`config.mk`:
```
export PLATFORM = sky130hd
export DESIGN_NAME = matrix_display_formatter
export DESIGN_NICKNAME = d
export VERILOG_FILES = /design/src/rtl/matrix_display_formatter.sv
export SDC_FILE = /design/constraint.sdc
export NUM_CORES = 1
export LEC_CHECK = 0
export BUFFER_PORTS_ARGS = -buffer_cell sky130_fd_sc_hd__clkbuf_2
export CAP_MARGIN = 20
export CORE_MARGIN = 5
export CORE_UTILIZATION = 45
export DETAILED_ROUTE_END_ITERATION = 16
export PLACE_DENSITY = 0.63
export SYNTH_ARGS = -nofsm -noshare
export SYNTH_HDL_FRONTEND = slang
export SYNTH_SLANG_ARGS = --single-unit
```
`constraint.sdc`:
```
create_clock -name clk -period 15.7 [get_ports clk]
set_input_delay 3.925 -clock clk [delete_from_list [all_inputs] [get_ports clk]]
set_output_delay 3.925 -clock clk [all_outputs]
set_load 0.005 [all_outputs]
```
`src/rtl/matrix_display_formatter.sv`:
```
`default_nettype none
// ============================================================================
// Module   : matrix_display_formatter
// Brief    : Pulls a matrix from the store element by element and streams it
//            as ASCII decimal text (header + rows) over a valid/ready byte port.
//            Optional macro DISP_PAD_EN right-aligns each element to 4 chars.
// Revision : 1.0 - initial release
// ============================================================================
module matrix_display_formatter #(
    parameter int          TIMEOUT_CYCLES = 16,
    parameter logic [7:0]  SEP_CHAR       = 8'h20
) (
    input  logic       clk,
    input  logic       rst,
    input  logic       start,
    input  logic [3:0] disp_id,
    input  logic [2:0] disp_m,
    input  logic [2:0] disp_n,
    output logic       busy,
    output logic       done,
    output logic       err,
    output logic       start_disp,
    output logic [3:0] matrix_id_in,
    output logic       read_en,
    input  logic       meta_info_valid,
    input  logic       error_flag,
    input  logic [7:0] data_in,
    input  logic       data_valid,
    output logic [7:0] tx_data,
    output logic       tx_valid,
    input  logic       tx_ready
);

    localparam int c_TMO_W = $clog2(TIMEOUT_CYCLES + 1);

    typedef enum logic [3:0] {
        S_IDLE      = 4'd0,
        S_REQ       = 4'd1,
        S_WAIT_META = 4'd2,
        S_HDR       = 4'd3,
        S_FETCH     = 4'd4,
        S_WAIT_DATA = 4'd5,
        S_CONV      = 4'd6,
        S_EMIT      = 4'd7,
        S_SEP       = 4'd8
    } state_t;

    state_t             r_state;
    state_t             w_state_next;

    logic [3:0]         r_id;
    logic [2:0]         r_m;
    logic [2:0]         r_n;
    logic [2:0]         r_row;
    logic [2:0]         r_col;
    logic [c_TMO_W-1:0] r_tmo;
    logic [7:0]         r_elem;
    logic [7:0]         r_buf [8];
    logic [2:0]         r_idx;
    logic [2:0]         r_last;
    logic               r_done;
    logic               r_err;

    logic               w_req_ok;
    logic               w_tmo_hit;
    logic               w_xfer;
    logic               w_last_byte;
    logic               w_col_end;
    logic               w_row_end;

    // ASCII conversion of the captured element
    logic               w_neg;
    logic [8:0]         w_mag;
    logic               w_hund;
    logic [6:0]         w_rem;
    logic [3:0]         w_tens;
    logic [3:0]         w_ones;
    logic [2:0]         w_len;
    logic [2:0]         w_last_idx;
    logic [1:0]         w_pos;
    logic [7:0]         w_cv [4];

    assign w_req_ok  = (disp_id <= 4'd9) &&
                       (disp_m != 3'd0) && (disp_m <= 3'd5) &&
                       (disp_n != 3'd0) && (disp_n <= 3'd5);
    assign w_tmo_hit = (r_tmo == c_TMO_W'(TIMEOUT_CYCLES - 1));
    assign w_xfer      = tx_valid && tx_ready;
    assign w_last_byte = w_xfer && (r_idx == r_last);
    assign w_col_end   = (r_col == r_n - 3'd1);
    assign w_row_end   = (r_row == r_m - 3'd1);

    assign w_neg  = r_elem[7];
    assign w_mag  = w_neg ? (9'd256 - {1'b0, r_elem}) : {1'b0, r_elem};
    assign w_hund = (w_mag >= 9'd100);
    assign w_rem  = w_hund ? 7'(w_mag - 9'd100) : 7'(w_mag);
    assign w_tens = 4'(w_rem / 7'd10);
    assign w_ones = 4'(w_rem % 7'd10);
    assign w_len  = 3'd1 + {2'b00, w_neg} + {2'b00, w_hund} +
                    {2'b00, (w_hund || (w_tens != 4'd0))};

    always_comb begin
        for (int i = 0; i < 4; i++) begin
            w_cv[i] = 8'h20;
        end
`ifdef DISP_PAD_EN
        w_pos      = 2'(3'd4 - w_len);
        w_last_idx = 3'd3;
`else
        w_pos      = 2'd0;
        w_last_idx = w_len - 3'd1;
`endif
        if (w_neg) begin
            w_cv[w_pos] = 8'h2D;
            w_pos       = w_pos + 2'd1;
        end
        if (w_hund) begin
            w_cv[w_pos] = 8'h31;
            w_pos       = w_pos + 2'd1;
        end
        if (w_hund || (w_tens != 4'd0)) begin
            w_cv[w_pos] = 8'h30 + {4'b0000, w_tens};
            w_pos       = w_pos + 2'd1;
        end
        w_cv[w_pos] = 8'h30 + {4'b0000, w_ones};
    end

    always_ff @(posedge clk) begin
        if (rst) begin
            r_state <= S_IDLE;
        end else begin
            r_state <= w_state_next;
        end
    end

    always_comb begin
        w_state_next = r_state;
        busy         = (r_state != S_IDLE);
        start_disp   = 1'b0;
        read_en      = 1'b0;
        tx_valid     = 1'b0;
        case (r_state)
            S_IDLE: begin
                if (start && w_req_ok) w_state_next = S_REQ;
            end
            S_REQ: begin
                start_disp   = 1'b1;
                w_state_next = S_WAIT_META;
            end
            S_WAIT_META: begin
                if (error_flag)           w_state_next = S_IDLE;
                else if (meta_info_valid) w_state_next = S_HDR;
                else if (w_tmo_hit)       w_state_next = S_IDLE;
            end
            S_HDR: begin
                tx_valid = 1'b1;
                if (w_last_byte) w_state_next = S_FETCH;
            end
            S_FETCH: begin
                read_en      = 1'b1;
                w_state_next = S_WAIT_DATA;
            end
            S_WAIT_DATA: begin
                if (data_valid)     w_state_next = S_CONV;
                else if (w_tmo_hit) w_state_next = S_IDLE;
            end
            S_CONV: begin
                w_state_next = S_EMIT;
            end
            S_EMIT: begin
                tx_valid = 1'b1;
                if (w_last_byte) w_state_next = S_SEP;
            end
            S_SEP: begin
                tx_valid = 1'b1;
                if (w_last_byte) begin
                    w_state_next = (w_col_end && w_row_end) ? S_IDLE : S_FETCH;
                end
            end
            default: w_state_next = S_IDLE;
        endcase
    end

    assign tx_data      = tx_valid ? r_buf[r_idx] : 8'h00;
    assign matrix_id_in = r_id;
    assign done         = r_done;
    assign err          = r_err;

    always_ff @(posedge clk) begin
        if (rst) begin
            r_id   <= 4'd0;
            r_m    <= 3'd0;
            r_n    <= 3'd0;
            r_row  <= 3'd0;
            r_col  <= 3'd0;
            r_tmo  <= '0;
            r_elem <= 8'h00;
            r_idx  <= 3'd0;
            r_last <= 3'd0;
            r_done <= 1'b0;
            r_err  <= 1'b0;
            for (int i = 0; i < 8; i++) begin
                r_buf[i] <= 8'h00;
            end
        end else begin
            r_done <= 1'b0;
            r_err  <= 1'b0;
            // Byte pointer advances on every accepted byte except the last
            if (w_xfer && !w_last_byte) r_idx <= r_idx + 3'd1;
            case (r_state)
                S_IDLE: begin
                    if (start) begin
                        r_id <= disp_id;
                        r_m  <= disp_m;
                        r_n  <= disp_n;
                        if (!w_req_ok) r_err <= 1'b1;
                    end
                end
                S_REQ: r_tmo <= c_TMO_W'(1);
                S_WAIT_META: begin
                    if (error_flag) begin
                        r_err <= 1'b1;
                    end else if (meta_info_valid) begin
                        r_buf[0] <= 8'h30 + {4'b0000, r_id};
                        r_buf[1] <= 8'h3A;
                        r_buf[2] <= 8'h30 + {5'b00000, r_m};
                        r_buf[3] <= 8'h78;
                        r_buf[4] <= 8'h30 + {5'b00000, r_n};
                        r_buf[5] <= 8'h0D;
                        r_buf[6] <= 8'h0A;
                        r_idx    <= 3'd0;
                        r_last   <= 3'd6;
                    end else if (w_tmo_hit) begin
                        r_err <= 1'b1;
                    end else begin
                        r_tmo <= r_tmo + c_TMO_W'(1);
                    end
                end
                S_HDR: begin
                    if (w_last_byte) begin
                        r_row <= 3'd0;
                        r_col <= 3'd0;
                    end
                end
                S_FETCH: r_tmo <= c_TMO_W'(1);
                S_WAIT_DATA: begin
                    if (data_valid)     r_elem <= data_in;
                    else if (w_tmo_hit) r_err  <= 1'b1;
                    else                r_tmo  <= r_tmo + c_TMO_W'(1);
                end
                S_CONV: begin
                    for (int i = 0; i < 4; i++) begin
                        r_buf[i] <= w_cv[i];
                    end
                    r_idx  <= 3'd0;
                    r_last <= w_last_idx;
                end
                S_EMIT: begin
                    if (w_last_byte) begin
                        r_idx <= 3'd0;
                        if (w_col_end) begin
                            r_buf[0] <= 8'h0D;
                            r_buf[1] <= 8'h0A;
                            r_last   <= 3'd1;
                        end else begin
                            r_buf[0] <= SEP_CHAR;
                            r_last   <= 3'd0;
                        end
                    end
                end
                S_SEP: begin
                    if (w_last_byte) begin
                        if (!w_col_end) begin
                            r_col <= r_col + 3'd1;
                        end else if (!w_row_end) begin
                            r_col <= 3'd0;
                            r_row <= r_row + 3'd1;
                        end else begin
                            r_done <= 1'b1;
                        end
                    end
                end
                default: ;
            endcase
        end
    end

endmodule
`default_nettype wire

```
==> results of run 1 <==
==> routing by layer <==
layer / vias up / part of all wire / GRT usage
li1: 2047 / - / -
met1: 1953 / 0.49 / 0.279
met2: 115 / 0.44 / 0.278
met3: 11 / 0.058 / 0.0324
met4: 0 / 0.0090 / 0.0425
met5: - / 0 / 0
==> worst max-delay path, stage by stage (launching register included) <==
cell and delay [ns]:
dfxtp_1 0.43, inv_1 0.21, ha_1 0.31, or4b_4 0.53, o41ai_2 0.34, o21ba_2 0.25, a21oi_4 0.27, inv_2 0.13
xnor2_2 0.20, a22o_1 0.29, mux2i_2 0.44, xnor2_1 0.20, ha_1 0.24, and4_1 0.22, o211a_1 0.37, fa_1 0.60
nand2b_1 0.18, nand2_1 0.07, mux2_2 0.27, o21ai_0 0.15, a221oi_1 0.08, a211o_1 0.25
==> layout make-up <==
cell class	count	share of cell area
timing repair buffer	42	0.0396
clock inverter	5	0.0148
tap	136	0.0320
clock buffer	11	0.0285
multi-input combinational	431	0.551
inverter	19	0.0134
sequential	71	0.320
==> cells in the final DEF (no fill, tap or decap), types with 3 or more instances in the layout <==
| cell type | netlist | layout |
|---|---|---|
| nand2_1 | 28 | 28 |
| and2_1 | 5 | 5 |
| nand2b_1 | 17 | 17 |
| nand3b_1 | 5 | 5 |
| nor2_1 | 87 | 87 |
| or2_2 | 4 | 4 |
| edfxtp_1 | 28 | 28 |
| a2bb2oi_1 | 3 | 3 |
| a22oi_1 | 3 | 3 |
| a211oi_1 | 5 | 5 |
| nand3_1 | 15 | 15 |
| nor2b_1 | 3 | 3 |
| nor4_1 | 4 | 4 |
| inv_1 | 18 | 18 |
| and4_1 | 3 | 3 |
| a21oi_1 | 36 | 36 |
| mux4_2 | 5 | 5 |
| dfxtp_1 | 43 | 43 |
| mux2i_1 | 32 | 32 |
| mux2i_2 | 3 | 3 |
| nand4_1 | 3 | 3 |
| xnor2_1 | 14 | 14 |
| or3_1 | 6 | 6 |
| clkbuf_2 | 0 | 41 |
| nor3_1 | 22 | 22 |
| clkbuf_8 | 0 | 11 |
| xor2_1 | 13 | 13 |
| and3_1 | 9 | 9 |
| o22ai_1 | 6 | 6 |
| or4_1 | 3 | 3 |
| o21ai_0 | 21 | 21 |
| o31ai_1 | 3 | 3 |
| ha_1 | 14 | 14 |
==> final timing paths <==
check | depth (start not counted) | startpoint | slack, ns | endpoint
max | 21 | r_elem[0] | 9.41 | r_buf[0][0]
min reg2reg | 2 | r_m[1] | 0.50 | r_m[1]
max reg2reg | 21 | r_elem[0] | 9.41 | r_buf[0][0]
min | 2 | r_m[1] | 0.50 | r_m[1]
==> state kept, by name (all words and copies together) (netlist names), 3 cells and up <==
name	count
r_buf	30
r_elem	8
r_tmo	5
matrix_id_in	4
r_state	4
r_col	3
r_idx	3
r_last	3
r_m	3
r_n	3
r_row	3
==> through the flow <==
stage	power [mW]	area [sq um]	setup slack (ns)
finish	0.518	5310	9.41
global route	0.548	5310	8.97
CTS	0.522	5310	9.41
detailed placement	0.355	5080	9.44
global placement	0.351	5080	9.54
floorplan	0.322	4830	10.05
==> logic make-up after synthesis <==
kind of cell | share of synthesized area
buf+inv | 0.0414
simple gates | 0.233
flops | 0.352
fa+ha+maj | 0.0404
compound gates | 0.167
mux | 0.113
other cells | 0.000776
xor+xnor | 0.0523
==> power by group <==
group / leakage (nW) / internal [mW] / total, mW / switching, mW
sequential: 0.639 / 0.212 / 0.236 / 0.0238
clock: 0.118 / 0.0980 / 0.167 / 0.0686
combinational: 1.41 / 0.0500 / 0.115 / 0.0650
total: 2.17 / 0.360 / 0.518 / 0.157
==> run metrics, run 1 <==
Max Cap Viol 0; Final Cycle Share 0.401; area of the multi-input gates 2930 sq um; clk_skew about 0.0069 ns; slew margin rel. 0.331; Core Area 10400 sq um; Routed Antenna Nets 0; Synth Flop Type dfxtp_1; final setup fails 0; share of cells above drive strength 1 0.150; largest cells by area after synthesis dfxtp_1 18%, edfxtp_1 17%, nor2_1 6.8%; DR iter-0 viols 332; pwr dens 97.5 nW/um^2; Die Y-Extent 114 um; IO Count 43; gr ovfl total 0; synthesized cell area 4830 sq um; Post-synth EDFFs 28; CTS Sinks 71; outcome finished, final reports clean; final core utilization 0.510; post-DP HPWL 8830 um; FP Rows 37; max-slew violations 0; post_cts resized 0; worst-skew pair later-pin latency between 0.3 and 0.4 ns; drt total wl about 12000 um; Post-Syn Nets 592; Worst-Margin Slew 0.989 ns; DRT Pass-1 Iters 5; fillcell total between 1000 and 1500; yosys warns 0; Cells after Synth 552; Yosys reg bits 71; Num CTS Buffers 9; setup bufs post-CTS 0; Port Buf Inserts just over 40; Critical Path AT 6.39 ns; leakage power 2.17 nW; largest area contributor in the synthesized netlist dfxtp_1; CTS root buf clkbuf_8; H-Tree Depth 3; top-count cell post-synth nor2_1; WS Path Type register to register; Syn-to-layout area delta 9.97%; vias 4126; Max VDD drop 0.0734 mV; crit path launch type register; Crit Path Max Fanout 10; # diodes 0; final net count 614; HP Class register to register; DIE AREA about 13000 sq um; largest net degree at the start of global routing 47; global-route wire length before repair 19600 um; Remaining DRCs 0; Vias/cell between 5 and 6; Distinct cells, synth 83; f_max ~0.16 GHz; RePlAce Congestion 0.890; clk buf depth 2; Final Hold Vio Count 0; Post-CTS Hold Buffers 0; FF/Latch Area 1700 sq um; top cell type's share of synthesized area 0.178; Placed Cells approximately 700; clock slew at reported path FFs ~0.07 ns; RSZ-0062 raised after global routing false; CP endpoint kind register; Mapped Avg Cell Area 8.75 sq um; setup TNS 0 ns; ys async rst share 0; Total GRT Usage 0.186; antenna violations before repair 0; Final Instance Count excl. Fillers 715; CTS tree built; DR WL/cell 16.4 um; Synth top cells by count 87 x nor2_1, 43 x dfxtp_1, 36 x a21oi_1; post-synthesis sequential area ratio 0.352; Critical Path RT between 15 and 20 ns; Die W between 100 and 150 um; Initial Util 0.464; number of global-route vias before repair ~3900; minimum clock period 6.29 ns; worst hold slack 0.496 ns
No activity file was read; power rests on OpenSTA's default activity.
==> run 2: changes to the inputs <==
- clock period: 15.7 -> 6.1 ns (I/O delays scaled with it)
==> run 2 against run 1 <==
Effect of this change:
- hold slack got worse by 0.016 ns
- maximum frequency up 8.6%
- clock skew rose by 0.0082 ns
- count of clock-buffer cells in the layout is 2 lower
- via count up 0.90%
- clock power rose to 2.6 times the previous value
- wire length shrank 0.20%
- global-route usage shrank 0.39 points
- worst setup slack lost 9.1 ns
- cell count is 0.42% higher
- largest power group unchanged
==> run metrics, run 2 (synthesis gave the netlist of run 1 again) <==
outcome finished, final reports clean; Core Area ~10000 sq um; Final Instance Count excl. Fillers 718; f_max approximately 0.17 GHz; Final Hold Vio Count 0; post-DP HPWL 8840 um; post_cts resized 0; Place WS 0.187 ns; minimum clock period ~5.8 ns; Placed Cells 702; slew margin rel. 0.381; fillcell total 998; crit path launch type register; final net count between 600 and 700; most common cell after layout, fill and taps aside nor2_1; setup TNS 0 ns; global-route wire length before repair 19100 um; DR iter-0 viols between 400 and 500; clock slew at reported path FFs 0.09 ns; most frequent cells in the layout 87 x nor2_1, 43 x dfxtp_1, 41 x clkbuf_2; vias about 4200; CTS tree built; post-route cell area around 5300 sq um; worst-skew pair later-pin latency 0.35 ns; Vias/cell 5.80; Die Y-Extent 114 um; HP Class register to register; DIE AREA 12900 sq um; Crit Path Max Fanout 9; Num CTS Buffers 9; drt total wl ~12000 um; max-slew violations 0; Max Cap Viol 0; IO Count 43; pwr dens 249 nW/um^2; clk buf depth 2; Max VDD drop 0.156 mV; leakage power roughly 2.2 nW; Routed Antenna Nets 0; Tot Pwr 1.33 mW; Final WS setup approximately 0.3 ns; Final Cycle Share 0.949; Die W 114 um; dpl cell area about 5000 sq um; RePlAce Congestion 0.901; biggest regs r_buf (30), r_elem (8), r_tmo (5); WS Path Type register to register; Critical Path AT 5.89 ns; Syn-to-layout area delta 10.5%; FP Rows 37; Total GRT Usage 0.182; Remaining DRCs 0; Critical Path RT 6.20 ns; number of global-route vias before repair 3829; reg2reg setup slack just over 0.3 ns; CTS Sinks 71; max FFs per register 30; Post-CTS Hold Buffers 0; setup bufs post-CTS 0; share of cells above drive strength 1 0.160; Worst-Margin Slew 0.928 ns; final core utilization 0.513; final setup fails 0; clk_skew 0.0151 ns; Initial Util 0.464; antenna violations before repair 0; worst hold slack 0.480 ns; CTS root buf clkbuf_8; Most flops, register r_buf; gr ovfl total 0; H-Tree Depth 3; Port Buf Inserts 41; DR WL/cell 16.3 um; largest net degree at the start of global routing 47; CP endpoint kind register; RSZ-0062 raised after global routing false; # diodes 0; DRT Pass-1 Iters 5
## run 2: cell types whose count changed in the layout (fill, tap and decap cells not counted)
cell      before  now
buf_4          0    3
clkbuf_8      11    9
clkinv_1       1    0
clkinv_2       0    1
clkinv_4       1    0
fa_1           1    0
fa_2           0    1
inv_4          1    0
inv_6          0    4
mux2i_2        3    2
mux2i_4        1    2
o211a_1        2    1
o211a_2        1    2
## run 2: report_power, final
| part | switching (mW) | internal (mW) |
|---|---|---|
| sequential | 0.0610 | 0.546 |
| clock | 0.194 | 0.235 |
| combinational | 0.167 | 0.129 |
## run 2: routing by layer
layer / vias to the layer above / track usage / share of wire
li1: 2060 / - / -
met1: 1937 / 0.270 / 0.49
met2: 150 / 0.276 / 0.44
met3: 16 / 0.0265 / 0.062
met4: 0 / 0.0489 / 0.014
met5: - / 0 / 0
## run 2: cell type report
type / count / area [sq um] / area share
flip-flops and latches: 71 / 1700 / 0.319
clock inverters: 7 / 100 / 0.0187
well taps: 136 / 170 / 0.0319
clock buffers: 9 / 124 / 0.0232
repair buffers: 45 / 233 / 0.0436
multi-input cells: 431 / 2940 / 0.551
inverters: 19 / 71.3 / 0.0134
## run 2: worst max-delay path, stage by stage (launching register included)
cell      delay (ns)
dfxtp_1         0.31
inv_1           0.13
ha_1            0.29
or4b_4          0.51
o41ai_2         0.36
o21ba_2         0.25
a21oi_4         0.27
inv_2           0.14
xnor2_2         0.20
a22o_1          0.31
mux2i_4         0.29
xnor2_1         0.20
ha_1            0.24
and4_1          0.22
o211a_2         0.32
fa_2            0.56
nand2b_1        0.20
mux2_2          0.27
o21ai_0         0.17
a221oi_1        0.07
a211o_1         0.24
## run 2: worst paths after layout
kind                from           to  cells after the start
min          r_buf[4][4]  r_buf[4][4]                      2
max            r_elem[0]  r_buf[0][0]                     20
max reg2reg    r_elem[0]  r_buf[0][0]                     20
min reg2reg  r_buf[4][4]  r_buf[4][4]                      2
==> run 3: changes to the inputs <==
- ABC_AREA: unset -> 1
- CORE_UTILIZATION: 45 -> 60
- PLACE_DENSITY: 0.63 -> 0.81
- REMOVE_ABC_BUFFERS: unset -> 1
==> run 3 against run 2 <==
Effect of this change:
- design area decreased by 5.3%
- synthesized cell count increased by 13%
- sequential cell count unchanged
- core utilization increased by 18 points
- non-clock buffer count decreased by 4
- clock power decreased by 3%
- largest cell class unchanged
==> run metrics, run 3 <==
outcome finished, final reports clean; Synth top cells by count 108 x nand2_1, 84 x inv_1, 76 x nor2_1; Distinct cells, synth 49; Post-synth EDFFs 28; most frequent cells in the layout 108 x nand2_1, 84 x inv_1, 76 x nor2_1; leakage power 2.41 nW; max-slew violations 0; gr ovfl total 0; clk_skew 0.0142 ns; Post-CTS Hold Buffers 0; Final Hold Vio Count 0; Buf/Inv on CP 9; Port Buf Inserts 41; ys async rst share 0; Place WS 1.49 ns; Routed Antenna Nets 0; uppermost routed layer met4; largest net degree at the start of global routing 28; setup TNS 0 ns; FP Rows 31; Most flops, register r_buf; Yosys reg bits 71; post-DP HPWL 8520 um; Max VDD drop 0.267 mV; crit path launch type register; largest cells by area after synthesis dfxtp_1 19%, edfxtp_1 18%, nand2_1 8.9%; setup bufs post-CTS 0; largest area contributor in the synthesized netlist dfxtp_1; Final WS setup ~1.5 ns; DR iter-0 viols 232; f_max 0.216 GHz; minimum clock period 4.63 ns; clk buf depth 2; CTS Sinks 71; synthesized cell area 4570 sq um; Final Cycle Share 0.759; WS Path Type register to register; DR WL/cell 14.2 um; Die W 97.3 um; top-count cell post-synth nand2_1; drt total wl 10900 um; DRT Pass-1 Iters 5; Remaining DRCs 0; vias 4219; DIE AREA around 9500 sq um; Core Area 7330 sq um; Initial Util 0.623; worst-skew pair later-pin latency between 0.3 and 0.4 ns; Max Cap Viol 0; # diodes 0; Mapped Avg Cell Area 7.31 sq um; post-synthesis sequential area ratio 0.372; antenna violations before repair 0; yosys warns 0; Num CTS Buffers 9; number of global-route vias before repair 4011; biggest regs r_buf (30), r_elem (8), r_tmo (5); Cells after Synth about 630; slowest CP cell fa_1; Synth Flop Type dfxtp_1; share of cells above drive strength 1 0.160; max incr delay on CP 0.53 ns; global-route wire length before repair 18400 um; final setup fails 0; reg2reg setup slack about 1.5 ns; Total GRT Usage 0.232; final net count 703; post_cts resized 0; Top delay family on crit path simple AND/OR/NAND/NOR gates; clock slew at reported path FFs 0.08 ns; fillcell total 640; pwr dens roughly 350 nW/um^2; Met1 Routed Length 4870 um; H-Tree Depth 3; Critical Path AT about 4.8 ns; slew margin rel. 0.424; CTS root buf clkbuf_8; Crit Path Max Fanout 6; FF/Latch Area 1700 sq um; HP Class register to register; top cell type's share of synthesized area 0.188; met2 WL between 5000 and 6000 um; Worst-Margin Slew roughly 0.86 ns; RSZ-0062 raised after global routing false; most common cell after layout, fill and taps aside nand2_1; Critical Path RT 6.22 ns; Syn-to-layout area delta 10.7%; Vias/cell approximately 5.5; IO Count 43; RePlAce Congestion ~0.97; area of the multi-input gates 2460 sq um; met3 routed WL ~630 um; Die Y-Extent 97.3 um; max FFs per register 30; CTS tree built; CP endpoint kind register
run 3: final timing paths:
check / start / end / cells past startpoint
worst min register to register: r_buf[4][4] / r_buf[4][4] / 2
worst min-delay path: r_buf[4][4] / r_buf[4][4] / 2
worst max register to register: r_elem[0] / r_buf[1][1] / 36
worst max-delay path: r_elem[0] / r_buf[1][1] / 36
run 3: layout make-up:
| cell class | instances | share of cell area |
|---|---|---|
| multi-input cells | 449 | 0.486 |
| flip-flops and latches | 71 | 0.337 |
| clock inverters | 6 | 0.0181 |
| well taps | 99 | 0.0245 |
| repair buffers | 41 | 0.0406 |
| inverters | 91 | 0.0690 |
| clock buffers | 10 | 0.0252 |
run 3: worst register-to-register path, delay by kind of cell (launching register included):
family	cells	cell delay [ns]
XOR/XNOR	1	0.26
adder cells (fa/ha/maj)	3	0.96
AND/OR/NAND/NOR	23	1.97
buffers and inverters	9	0.75
flip-flops	1	0.45
run 3: stage by stage:
step                hold slack (ns)  total power [mW]  instance area [sq um]   util  cells
finish                        0.469              1.76                   5060  0.690    767
global route                  0.511              1.89                   5060  0.690    767
CTS                           0.472              1.76                   5060  0.690    767
detailed placement            0.460              1.34                   4840  0.660    751
global placement              0.449              1.32                   4840  0.660    751
floorplan                     0.425              1.16                   4510      -    611
run 3: cell families after synthesis:
logic type / Yosys count / synth area share
other: 1 / 0.000821
AO/OA/AOI/OAI: 120 / 0.147
AND/OR/NAND/NOR: 295 / 0.312
adder cells (fa/ha/maj): 15 / 0.0427
flip-flops: 71 / 0.372
XOR/XNOR: 18 / 0.0345
buffers and inverters: 105 / 0.0898
run 3: power by group:
group	leakage (nW)	switching, mW	internal (mW)
registers	0.640	0.0475	0.568
logic	1.66	0.491	0.238
clock network	0.107	0.185	0.233
run 3: per-layer routing:
metal	vias up	global-route usage
met2	146	0.389
met1	1913	0.310
met4	0	0.0650
li1	2139	-
met5	-	0
met3	21	0.0402
